==> config.mk <==
export PLATFORM = sky130hd
export DESIGN_NAME = rnn_seq_loader
export DESIGN_NICKNAME = d
export VERILOG_FILES = /design/src/rtl/rnn_seq_loader.sv
export SDC_FILE = /design/constraint.sdc
export NUM_CORES = 1
export LEC_CHECK = 0
export ABC_AREA = 1
export ABC_CLOCK_PERIOD_IN_PS = 1600
export CAP_MARGIN = 20
export CORE_AREA = 2 2 74 76
export DETAILED_ROUTE_END_ITERATION = 10
export DIE_AREA = 0 0 76 78
export PLACE_DENSITY = 0.66
export SYNTH_ARGS = -nofsm -noshare
export SYNTH_HDL_FRONTEND = slang
export SYNTH_SLANG_ARGS = --single-unit
==> constraint.sdc <==
create_clock -name clk -period 1.6 [get_ports clk]
set_input_delay 0.24 -clock clk [delete_from_list [all_inputs] [get_ports clk]]
set_output_delay 0.24 -clock clk [all_outputs]
set_load 0.05 [all_outputs]
==> src/rtl/rnn_seq_loader.sv <==
`default_nettype none
// ============================================================================
//  Module   : rnn_seq_loader
//  Purpose  : Input stage for the RNN core. Synchronises an asynchronous
//             pad strobe, buffers bytes in a show-ahead FIFO and streams
//             them over valid/ready, tagging each with its sequence step.
//  Revision : 1.0 - initial release
// ============================================================================
module rnn_seq_loader #(
  parameter int unsigned DATA_W      = 8,
  parameter int unsigned SEQ_LEN     = 8,
  parameter int unsigned DEPTH       = 4,
  parameter int unsigned SYNC_STAGES = 2
) (
  input  logic                       clk,
  input  logic                       rst_n,
  input  logic                       ena,
  input  logic [DATA_W-1:0]          data_in,
  input  logic                       wr_strobe,
  input  logic                       flush,
  output logic [DATA_W-1:0]          x_data,
  output logic                       x_valid,
  input  logic                       x_ready,
  output logic                       x_first,
  output logic                       x_last,
  output logic [$clog2(SEQ_LEN)-1:0] step_idx,
  output logic                       fifo_full,
  output logic                       overflow
);

  localparam int unsigned C_AW = $clog2(DEPTH);
  localparam int unsigned C_SW = $clog2(SEQ_LEN);
  localparam logic [C_SW-1:0] C_STEP_LAST = C_SW'(SEQ_LEN - 1);

  // Pad synchronisers and strobe edge detector
  logic [SYNC_STAGES-1:0] r_strobe_sync;
  logic [SYNC_STAGES-1:0] r_flush_sync;
  logic                   r_strobe_prev;

  // FIFO storage and pointers (one extra MSB distinguishes full from empty)
  logic [DATA_W-1:0]      r_mem [DEPTH];
  logic [C_AW:0]          r_wr_ptr;
  logic [C_AW:0]          r_rd_ptr;
  logic [C_SW-1:0]        r_step;
  logic                   r_overflow;

  logic                   w_write_ev;
  logic                   w_flush;
  logic                   w_empty;
  logic                   w_full;
  logic                   w_pop;
  logic                   w_push;
  logic                   w_drop;

  // Shift the pad levels through the synchronisers; these run even when frozen
  always_ff @(posedge clk) begin
    if (!rst_n) begin
      r_strobe_sync <= '0;
      r_flush_sync  <= '0;
      r_strobe_prev <= 1'b0;
    end else begin
      r_strobe_sync <= {r_strobe_sync[SYNC_STAGES-2:0], wr_strobe};
      r_flush_sync  <= {r_flush_sync[SYNC_STAGES-2:0], flush};
      r_strobe_prev <= r_strobe_sync[SYNC_STAGES-1];
    end
  end

  // Qualify writes, pops and drops; flush and freeze override both sides
  always_comb begin
    w_write_ev = r_strobe_sync[SYNC_STAGES-1] & ~r_strobe_prev;
    w_flush    = ena & r_flush_sync[SYNC_STAGES-1];
    w_empty    = (r_wr_ptr == r_rd_ptr);
    w_full     = (r_wr_ptr[C_AW] != r_rd_ptr[C_AW]) &&
                 (r_wr_ptr[C_AW-1:0] == r_rd_ptr[C_AW-1:0]);
    w_pop      = ena & ~w_empty & x_ready & ~w_flush;
    w_push     = ena & w_write_ev & (~w_full | w_pop) & ~w_flush;
    w_drop     = ena & w_write_ev & w_full & ~w_pop & ~w_flush;
  end

  // Data is captured straight from the pad at the write edge; the host holds it stable
  always_ff @(posedge clk) begin
    if (w_push) begin
      r_mem[r_wr_ptr[C_AW-1:0]] <= data_in;
    end
  end

  // Pointer, step counter and sticky overflow bookkeeping
  always_ff @(posedge clk) begin
    if (!rst_n) begin
      r_wr_ptr   <= '0;
      r_rd_ptr   <= '0;
      r_step     <= '0;
      r_overflow <= 1'b0;
    end else if (w_flush) begin
      r_wr_ptr   <= '0;
      r_rd_ptr   <= '0;
      r_step     <= '0;
      r_overflow <= 1'b0;
    end else begin
      if (w_push) begin
        r_wr_ptr <= r_wr_ptr + 1'b1;
      end
      if (w_pop) begin
        r_rd_ptr <= r_rd_ptr + 1'b1;
        // SEQ_LEN is a power of two, so the counter wraps to 0 on its own
        r_step   <= r_step + 1'b1;
      end
      if (w_drop) begin
        r_overflow <= 1'b1;
      end
    end
  end

  // Head sample is presented combinationally; zero when nothing is queued
  always_comb begin
    x_data    = w_empty ? '0 : r_mem[r_rd_ptr[C_AW-1:0]];
    x_valid   = ena & ~w_empty;
    x_first   = x_valid & (r_step == '0);
    x_last    = x_valid & (r_step == C_STEP_LAST);
    step_idx  = r_step;
    fifo_full = w_full;
    overflow  = r_overflow;
  end

endmodule
`default_nettype wire
Word level (Yosys, flattened, before mapping) --
Memories as Yosys holds them, arrays and structs flattened. A register that Yosys moved wholly into a read port is not among the register bits. Index checks and enable logic that the tools add are counted.
Word-level totals: bits in registers 15, output and inout bits 16, memories 1, bits of input ports 14, bits in writable memories 32, word-level logic and storage cells 43
Memories:
- r_mem | words 4, bits a word 8, read ports 1, clocked after memory_dff 1, write ports 1, line 41 | logic [DATA_W-1:0] r_mem [DEPTH];
Operators by class: $add $sub $neg 3, eq/ne operators 4, multiplexer cells 5, bitwise logic cells 20, reductions and logical operators 3
Operators with widths (number):
- bitwise AND 1 bit | 13
- adder 3 x 1 -> 3 bit, second input constant | 3
- 2-to-1 mux 8 bit | 1
- NOT 1 bit | 6
- 2-to-1 mux 2 bit | 2
- equality test 3 bit | 1
- equality test 3 bit, second input constant | 1
- zero test 3 bit | 1
- equality test 2 bit | 1
- 2-to-1 mux 1 bit | 2
- OR reduction 2 bit | 1
- logical AND 1 bit | 1
- != test 1 bit | 1
- OR 1 bit | 1

Logic depth before layout (Yosys ltp) --
depth after elaboration 10, mapped depth 9, gate-level depth less buffers 9

Least setup slack after synthesis --
OpenSTA, ideal clock, no wires.
path kind reg2out, start point register r_wr_ptr[0], end point output x_first, cell stages (with the launch flop) 9, data required time 1360 ps, data arrival time 1857 ps, path buffers 0, slack -497 ps, path through dfxtp_1 -> inv_2 -> nand2_1 -> nand2_2 -> nand3_4 -> nand2_1 -> inv_1 -> nand2_1 -> nor2_1
Between the ends: word-level cells in the longest chain between the ends 4
Ends and longest elaborated chain:
- start, declared | line 42 | logic [C_AW:0] r_wr_ptr;
- start signal, assigned | line 101 | r_wr_ptr <= r_wr_ptr + 1'b1;
- equality test 3 bit | line 72 | w_empty = (r_wr_ptr == r_rd_ptr);
- NOT 1 bit | line 117 | x_valid = ena & ~w_empty;
- bitwise AND 1 bit | line 117
- via x_valid | line 22 | output logic x_valid,
- bitwise AND 1 bit | line 118 | x_first = x_valid & (r_step == '0);
- end, declared | line 24 | output logic x_first,
The timed path passes the listed nets, and every way through them passes these cells.

==> key figures <==
GRT
  – Global-route wire length before repair: 6.97 mm
  – Vias in the first global route: 1,440
  – Initial antenna violation count: 0
  – Total GRT Usage: 0.153
  – Largest net degree at the start of global routing: 17
  – GRT Residual Overflow: 0

Routing
  – Via Count: 1,542
  – Post-DRT Antenna Nets: 0
  – Drt wl/cell: 12.7 um
  – Initial DRT Pass Iterations: 4
  – DR DRC count: 0
  – DR vias/cell: 4.51
  – Drt first-iter violations: 87
  – Drt total wl: 4.35 mm

Critical path
  – Worst Reg-to-Reg Cells: 8
  – Crit start category: flop
  – Critical-path cell list: buf_12, mux2i_2, o22ai_1, nand2_1, inv_1, buf_6
  – R2R Path Start: r_rd_ptr[1]
  – Req. time, crit path: 1.36 ns
  – Crit path largest cell delay: 0.41 ns
  – Crit end category: primary output
  – Slowest CP cell: dfxtp_4
  – R2R Path End: r_mem[3][7]
  – Crit path DAT: 1.48 ns
  – Worst-path maximum fanout: 5
  – Reg2Reg Setup Slack: -0.06 ns
  – CP endpoint: x_data[4]
  – WS Path Type: flop to primary output

Yosys
  – Register bit total from synthesis: 49
  – Post-Synth XOR/XNOR Area: 0.0117
  – Post-synthesis sequential area ratio: 0.609
  – Share of the synthesized area in the top cell type: 0.450
  – Compound-cell area share of the yosys netlist: 0.0539
  – Portion of netlist area occupied by mux cells: 0.0375
  – Post-Syn Area: 2140 um2
  – Syn avg cell area: 10.3 um2
  – Top cells by count, synth: nand2_1, inv_1, edfxtp_1
  – Count of cell types in the netlist: 22
  – Post-synth top flop: edfxtp_1
  – Post-synth EDFFs: 32
  – Async SR Flop Fraction: 0
  – Syn_nets: 229
  – Synth Instances: 207
  – Yosys warns: 0
  – Adder-cell area share of the yosys netlist: 0.0469
  – Largest family of logic cells by synthesized area: simple AND/OR/NAND/NOR gates
  – Leading area contributor after synthesis: edfxtp_1
  – Synth top area cells: edfxtp_1, dfxtp_1, nand2_1
  – Simple-gate share of the synthesized area: 0.166
  – Count leader, synth: nand2_1

Status
  – Failing checks: negative setup slack
  – Status: finished, violations left

Run
  – Max-capacitance violation count: 0

Power
  – Leak pwr: 0.00130 uW
  – Worst vdd ir: 0.000496 V
  – Power density over the cells: 790 nW/um2
  – Pwr Total: 2500 uW

Timing
  – Fin crit period: 1.72 ns
  – Max Clock Freq: 0.582 GHz
  – Least-Margin Pin Slew: 0.279 ns
  – Final Hold Vio Count: 0
  – Setup WS post-layout: -0.118 ns
  – Rel. slew slack: 0.814
  – RSZ-0062 raised after global routing: yes
  – Clk_skew: 0.00834 ns
  – Setup violators final: 44
  – Slew Limit Fails: 0
  – Tcrit/Tclk final: 1.07

Place
  – Dpl ws: -0.167 ns
  – DP HPWL: 3.04 mm
  – Port bufs: 29
  – GP Congestion: 0.767

Cells and area
  – Antenna cells: 0
  – Area grow syn2layout: 47.9%
  – Share of cells above drive strength 1: 0.408
  – Post-layout nets: 293

Floorplan
  – Chip width: 76 um
  – Core area: 5040 um2
  – Die area: 5930 um2
  – I/O pin cnt: 30
  – Chip height: 78 um
  – Num rows: 26
  – Starting Density: 0.424

Clock tree
  – H-tree Lvls: 2
  – # clock sinks: 49
  – Total CTS buffers: 5
  – CTS tree: yes
  – Worst-Skew Late Latency: 0.30 ns
  – Reg clk slew, reported paths: 0.09 ns
  – Root buffer cell: clkbuf_8
  – CTS Buffer Depth: 2

Worst hold path
  – HP Class: flop to flop
==> registers in the layout (all words and copies together), names as in the netlist, named ones only <==
signal         flops
overflow           1
r_wr_ptr           3
step_idx           3
r_mem             32
r_strobe_prev      1
r_rd_ptr           3
r_flush_sync       2
r_strobe_sync      2
==> where the power goes <==
group / leakage (uW) / total (uW) / internal [uW] / switching (uW)
clock network: 0.0000462 / 725 / 311 / 414
logic: 0.000821 / 393 / 178 / 214
registers: 0.000431 / 1380 / 1360 / 17.1
total: 0.00130 / 2500 / 1850 / 646
==> metal layers <==
metal  track usage  share of wire  vias up
li1              -              -      802
met1         0.216           0.48      701
met2         0.222           0.45       31
met3        0.0349          0.042        8
met4        0.0709          0.022        0
met5             0              0        -
==> logic make-up (layout without fill, tap and decap cells) <==
logic type / after synthesis / after routing
AND/OR/NAND/NOR: 80 / 80
flip-flops: 49 / 49
buffers and inverters: 39 / 104
AO/OA/AOI/OAI: 21 / 21
adder cells (fa/ha/maj): 8 / 8
multiplexers: 8 / 8
XOR/XNOR: 2 / 2
==> cells in the final DEF, fill, tap and decap left out, types with 3 or more instances in the layout <==
cell,count
buf_12,6
inv_2,11
dfxtp_2,6
nand2_1,22
o21ai_0,6
inv_1,23
a21oi_1,5
ha_1,8
o22ai_1,4
nor2_4,7
clkdlybuf4s50_1,13
nand2_4,4
buf_4,26
mux2i_4,4
buf_6,12
nand3_1,7
nor2_1,24
edfxtp_1,32
buf_8,3
o22ai_2,4
clkbuf_8,5
dfxtp_1,9
nand2_2,11
==> worst max-delay path, delay by kind of cell, from the launching register on <==
| kind | cells | cell delay, ns |
|---|---|---|
| compound gates | 1 | 0.10 |
| buf+inv | 3 | 0.32 |
| flops | 1 | 0.41 |
| mux | 1 | 0.26 |
| simple gates | 1 | 0.07 |
==> worst min path at each step <==
stage | from | end | cells past startpoint
2_1_floorplan | rst_n | r_flush_sync[0] | 2
3_3_place_gp | r_strobe_sync[0] | r_strobe_sync[1] | 2
3_5_place_dp | r_strobe_sync[0] | r_strobe_sync[1] | 2
4_1_cts | r_strobe_sync[0] | r_strobe_sync[1] | 2
5_1_grt | r_strobe_sync[0] | r_strobe_sync[1] | 2
6_report | r_strobe_sync[0] | r_strobe_sync[1] | 2
==> timing repair <==
item                                    in CTS  in global routing
resized for setup                           40                 36
endpoints found under the setup margin      12                 44
setup buffers                                6                  4
pin swaps                                    6                 10
hold buffers                                 0                  0
cloned                                       0                  1
==> through the flow <==
stage               utilization  area [um2]  cells  TNS, ns  hold slack, ns
floorplan                     -        2170    207   -0.107           0.333
global placement          0.539        2720    324    -4.25           0.392
detailed placement        0.539        2720    324    -5.12           0.400
CTS                       0.587        2960    338   -0.930           0.419
global route              0.627        3160    342    -5.45           0.463
finish                    0.627        3160    342    -2.45           0.417
==> final cells by class <==
cell class	instances	area (um2)
clock buffer	5	68.8
clock inverter	3	21.3
fill	390	1880
inverter	35	135
multi-input combinational	119	880
sequential	49	1320
tap	70	87.6
timing repair buffer	61	651
No activity file was read; power rests on OpenSTA's default activity.
